`src/rtl/regfile_pkg.sv`:
```
// regfile_pkg: shared types and the byte-merge helper for the register file
package regfile_pkg;
  typedef enum logic {IDLE, CLEAR} clear_state_t;
  localparam int MAX_W = 1024;
  function automatic logic [MAX_W-1:0] merge_bytes(input logic [MAX_W-1:0] old_word,
                                                   input logic [MAX_W-1:0] new_word,
                                                   input logic [MAX_W/8-1:0] strobe);
    logic [MAX_W-1:0] r;
    r = old_word;
    for (int b = 0; b < MAX_W / 8; b++) if (strobe[b]) r[8*b+:8] = new_word[8*b+:8];
    return r;
  endfunction
endpackage

```
`src/rtl/regfile_clear_seq.sv`:
```
// regfile_clear_seq: bulk-clear sweep FSM, busy flag and dropped-write counter
module regfile_clear_seq
  import regfile_pkg::*;
#(
  parameter int DEPTH = 4,
  localparam int IDX_W = $clog2(DEPTH)
) (
  input  logic             clk,
  input  logic             rst_n,
  input  logic             write_enable,
  input  logic             clear_req,
  output logic             clear_busy,
  output logic [7:0]       dropped_writes,
  output logic [IDX_W-1:0] sweep_index,
  output logic             sweep_we
);
  clear_state_t state;
  logic [IDX_W-1:0] count;
  assign clear_busy = state == CLEAR;
  assign sweep_we = clear_busy;
  assign sweep_index = count;
  // sweep one entry per edge; writes arriving mid-sweep are counted and discarded
  always_ff @(posedge clk or negedge rst_n) begin
    if (!rst_n) begin
      state <= IDLE;
      count <= '0;
      dropped_writes <= '0;
    end else begin
      if (state == IDLE) begin
        if (clear_req) begin
          state <= CLEAR;
          count <= '0;
        end
      end else begin
        count <= count + 1'b1;
        if (count == IDX_W'(DEPTH - 1)) state <= IDLE;
      end
      if (state == CLEAR && write_enable && dropped_writes != 8'hFF)
        dropped_writes <= dropped_writes + 8'd1;
    end
  end
endmodule

```
`src/rtl/regfile_param.sv`:
```
// regfile_param: parametrised 1W/2R register file with byte strobes, bypass and bulk clear
module regfile_param
  import regfile_pkg::*;
#(
  parameter int DATA_WIDTH = 32,
  parameter int DEPTH = 4,
  parameter bit ZERO_REG = 1'b0,
  parameter bit BYPASS = 1'b1,
  localparam int IDX_W = $clog2(DEPTH)
) (
  input  logic                    clk,
  input  logic                    rst_n,
  input  logic                    write_enable,
  input  logic [IDX_W-1:0]        write_index,
  input  logic [DATA_WIDTH-1:0]   write_data,
  input  logic [DATA_WIDTH/8-1:0] write_strobe,
  input  logic [IDX_W-1:0]        read_a_index,
  output logic [DATA_WIDTH-1:0]   read_a_data,
  input  logic [IDX_W-1:0]        read_b_index,
  output logic [DATA_WIDTH-1:0]   read_b_data,
  input  logic                    clear_req,
  output logic                    clear_busy,
  output logic [7:0]              dropped_writes
);
  logic [DATA_WIDTH-1:0] storage [DEPTH];
  logic [DATA_WIDTH-1:0] merged;
  logic [IDX_W-1:0] sweep_index;
  logic sweep_we, wr_hit;
  regfile_clear_seq #(.DEPTH(DEPTH)) u_clear (
    .clk(clk),
    .rst_n(rst_n),
    .write_enable(write_enable),
    .clear_req(clear_req),
    .clear_busy(clear_busy),
    .dropped_writes(dropped_writes),
    .sweep_index(sweep_index),
    .sweep_we(sweep_we)
  );
  // merged word serves both the write path and the same-cycle bypass
  always_comb begin
    wr_hit = write_enable && !clear_busy && !(ZERO_REG && write_index == '0);
    merged = DATA_WIDTH'(merge_bytes(MAX_W'(storage[write_index]), MAX_W'(write_data),
                                     (MAX_W/8)'(write_strobe)));
    read_a_data = (ZERO_REG && read_a_index == '0) ? '0 :
                  (BYPASS && wr_hit && read_a_index == write_index) ? merged : storage[read_a_index];
    read_b_data = (ZERO_REG && read_b_index == '0) ? '0 :
                  (BYPASS && wr_hit && read_b_index == write_index) ? merged : storage[read_b_index];
  end
  // sweep zeroing has priority; accepted writes store the strobe-merged word
  always_ff @(posedge clk or negedge rst_n) begin
    if (!rst_n) begin
      for (int i = 0; i < DEPTH; i++) storage[i] <= '0;
    end else if (sweep_we) begin
      storage[sweep_index] <= '0;
    end else if (wr_hit) begin
      storage[write_index] <= merged;
    end
  end
endmodule

```
`config.mk`:
```
export PLATFORM = sky130hd
export DESIGN_NAME = regfile_param
export DESIGN_NICKNAME = d
export VERILOG_FILES = /design/src/rtl/regfile_pkg.sv /design/src/rtl/regfile_clear_seq.sv /design/src/rtl/regfile_param.sv
export SDC_FILE = /design/constraint.sdc
export NUM_CORES = 1
export LEC_CHECK = 0
export CAP_MARGIN = 20
export CORE_MARGIN = 2
export CORE_UTILIZATION = 61
export CTS_BUF_LIST = sky130_fd_sc_hd__clkbuf_8 sky130_fd_sc_hd__clkbuf_16
export CTS_CLUSTER_DIAMETER = 40
export CTS_CLUSTER_SIZE = 40
export DETAILED_ROUTE_END_ITERATION = 10
export PLACE_DENSITY = 0.85
export SLEW_MARGIN = 15
export SYNTH_ARGS = -nofsm -noshare
export SYNTH_HDL_FRONTEND = slang
export SYNTH_SLANG_ARGS = --single-unit
```
`constraint.sdc`:
```
create_clock -name clk -period 2.35 [get_ports clk]
set_input_delay 0.3525 -clock clk [delete_from_list [all_inputs] [get_ports clk]]
set_output_delay 0.3525 -clock clk [all_outputs]
set_load 0.005 [all_outputs]
```
==> run_results.csv <==
group,metric,value,unit
placed_design,routabilityCongestion,0.931,
synth,synth-simple-area-share,0.122,
final_layout,num-fill-cells,771,
clocking,clockRootBuffer,"clkbuf_16",
final_layout,stdcell_area,11600,um2
grt,gr-total-overflow,0,
routing,vias,8586,
setup_path,arrival,2.06,ns
synth,syn_area_per_cell,10.9,um2
synth,synth_seq_cells,139,
routing,drt-vias-per-instance,7.28,
setup_path,cp.required,2.00,ns
synth,netlist-cell-type-count,37,
setup_path,reg2reg_setup_slack,0.52,ns
final_layout,final_cell_mix,"139 x dfrtp_1, 132 x nand2_1, 128 x a22o_1",
power,pwr-share-clk,0.219,
timing,hold_viol_final,0,
synth,ys_seq_area_frac,0.391,
timing,slew_headroom,0.623,
synth,synth_top_family_by_area,"multiplexers",
timing,period_minus_slack,2.41,ns
grt,grt_pass1_vias,8912,
die,chipWidth,125,um
power,p_leak,5.45,nW
die,dieArea,15600,um2
routing,drc,0,
power,p_per_area,999,nW/um2
power,power,0.0116,W
clocking,cts-htree-levels,4,
timing,fin_skew,0.00972,ns
grt,antenna_found_initial,0,
placed_design,placed_area,10700,um2
die,core,14400,um2
routing,wire_per_inst,25.7,um
clocking,numCtsBuffers,17,
routing,ant_nets,0,
final_layout,diodes,0,
placed_design,portBuffers,118,
clocking,tritoncts,"done",
setup_path,cp_max_fo,16,
final_layout,final_common_cell,"dfrtp_1",
routing,first_iter_violations,1234,
grt,gr-usage-all-layers,0.388,
synth,yosysWarnings,0,
timing,maxSlewViolCount,0,
routing,first_pass_iters,6,
placed_design,post-place-cells,1132,
timing,fmax,415,MHz
final_layout,nNetsFinal,1038,
timing,tightest_slew,0.562,ns
synth,syn-num-nets,865,
synth,syn_inst,814,
outcome,status,"finished with violations",
timing,period_share,1.02,
synth,synth.area.mux_share,0.238,
hold_path,hold_class,"in2async",
die,io_pins,119,
clocking,numClockSinks,139,
synth,synth.cell_area,8890,um2
power,power_frac_comb,0.425,
setup_path,critPathLaunchType,"flip-flop",
setup_path,path_class,"reg2out",
power,ir_drop,0.000725,V
die,start_util,0.619,
power,p_switching,0.00428,W
timing,rsz0062_at_grt,"yes",
clocking,clkLatencyLatePin,0.43,ns
synth,synth-compound-area-share,0.191,
die,fp-row-count,44,
timing,timing.hold.ws,0.436,ns
outcome,violations,"setup timing",
setup_path,endpoint_kind,"output pin",
timing,setup_slack,-0.0587,ns
timing,setup_violations,13,
clocking,clk_path_buf_depth,2,
final_layout,final_layout_size_suffix_gt1_frac,0.260,
grt,grt_max_degree,49,
synth,synth_xor_area_frac,0.00872,
power,internal_power,0.00730,W
power,sw_frac_of_total,0.370,
run,cap_viol_max_count,0,
routing,routed_wl,30300,um
power,pwr-share-seq,0.357,
die,fp.dieH,125,um
clocking,clk_pin_slew_worst_paths,0.06,ns
final_layout,areaGrowthSynthToFinish,30.3,%
grt,grt_pass1_wl,47100,um
placed_design,dp_hpwl,18200,um
synth,synth-adder-area-share,0.00703,
final_layout,fin_cells,1180,
timing,fin_tns_setup,-0.356,ns
## per-layer routing
layer / GRT usage / up-vias / wire [um]
met3: 0.114 / 204 / 3140
li1: - / 3409 / -
met1: 0.462 / 4216 / 10600
met4: 0.235 / 0 / 1710
met2: 0.625 / 757 / 14900
met5: 0 / - / 0
## critical path, stage by stage (launching register included)
cell             delay (ns)
dfrtp_1                0.42
nor2b_4                0.21
nand3_4                0.14
buf_8                  0.19
o21ai_2                0.15
clkdlybuf4s50_1        0.52
## cell usage after synthesis
| library cell | number | share of area |
|---|---|---|
| nand3_1 | 4 | 0.0023 |
| nor2b_4 | 1 | 0.0015 |
| nand2b_1 | 1 | 0.00070 |
| nor3b_2 | 1 | 0.0014 |
| mux4_2 | 64 | 0.16 |
| a22o_1 | 128 | 0.13 |
| nor3_1 | 3 | 0.0017 |
| ha_1 | 5 | 0.0070 |
| buf_2 | 37 | 0.021 |
| mux2i_1 | 65 | 0.073 |
| nand3_2 | 1 | 0.0011 |
| buf_4 | 5 | 0.0042 |
| and3b_1 | 1 | 0.00098 |
| xor2_1 | 2 | 0.0020 |
| nand2_1 | 135 | 0.057 |
| inv_1 | 3 | 0.0013 |
| nor2b_1 | 36 | 0.025 |
| buf_8 | 1 | 0.0017 |
| nand4_1 | 1 | 0.00070 |
| nor3_2 | 1 | 0.0011 |
| a21oi_2 | 10 | 0.0098 |
| mux2_1 | 2 | 0.0025 |
| o21ai_1 | 64 | 0.036 |
| xnor2_1 | 5 | 0.0049 |
| buf_6 | 5 | 0.0063 |
| nor2_1 | 5 | 0.0021 |
| a21o_1 | 1 | 0.00084 |
| xnor2_2 | 1 | 0.0018 |
| a21oi_1 | 29 | 0.016 |
| clkbuf_2 | 1 | 0.00056 |
| and4_1 | 1 | 0.00098 |
| and2_1 | 33 | 0.023 |
| and3_1 | 2 | 0.0014 |
| dfrtp_1 | 139 | 0.39 |
| a41oi_1 | 1 | 0.00098 |
| o31ai_1 | 1 | 0.00084 |
| clkbuf_1 | 19 | 0.0080 |
## registers in the layout (all words and copies together), names as in the netlist
signal / count
u_clear.sweep_index: 2
u_clear.dropped_writes: 8
storage: 128
u_clear.clear_busy: 1
## repair_timing
action / 4_1_cts / 5_1_grt
hold endpoints to repair: 45 / 0
cloned: 5 / 0
pin swaps: 3 / 0
hold buffers: 1 / 0
buffers inserted: 12 / 2
setup endpoints to repair: 64 / 31
gates resized for setup: 122 / 27
## per-stage QoR
step / setup WS [ns] / util
global route: -0.111 / 0.807
CTS: -0.0627 / 0.806
floorplan: 0.517 / -
global placement: -0.550 / 0.744
detailed placement: -0.603 / 0.744
finish: -0.0587 / 0.807
## path summary, 6_finish.rpt
path	startpoint	endpoint	cells after the start
min	rst_n	storage[3]$_DFFE_PN0P_	2
min reg2reg	u_clear.dropped_writes[6]$_DFFE_PN0P_	u_clear.dropped_writes[6]$_DFFE_PN0P_	1
max in group asynchronous	rst_n	storage[45]$_DFFE_PN0P_	3
max reg2reg	u_clear.clear_busy$_DFF_PN0_	storage[125]$_DFFE_PN0P_	5
max	u_clear.clear_busy$_DFF_PN0_	read_a_data[7]	5
min in group clk	u_clear.dropped_writes[6]$_DFFE_PN0P_	u_clear.dropped_writes[6]$_DFFE_PN0P_	1
## layout make-up
class | count | area [um2] | share of cell area
clock buffer | 22 | 494 | 0.0426
clock inverter | 6 | 50.0 | 0.00432
inverter | 3 | 11.3 | 0.000972
multi-input combinational | 604 | 5200 | 0.449
sequential | 139 | 3480 | 0.300
tap | 184 | 230 | 0.0199
timing repair buffer | 222 | 2120 | 0.183
## cells by family (layout without fill, tap and decap cells)
group                      count (synthesis)  count (layout)
AOI/OAI and AO/OA                        234             234
and+or+nand+nor                          226             226
DFF                                      139             139
muxes                                    131             131
buffers and inverters                     71             253
xor gates and xnor gates                   8               8
adders and majority gates                  5               5
## power by group through the flow
stage	Clock, W	Sequential, W	Combinational (W)
after floorplan	0	0.00379	0.00283
after global placement	0	0.00392	0.00462
after detailed placement	0	0.00404	0.00480
after CTS	0.00252	0.00403	0.00478
after global routing	0.00264	0.00419	0.00520
final	0.00253	0.00413	0.00492
Power figures use the tool's default switching activity.
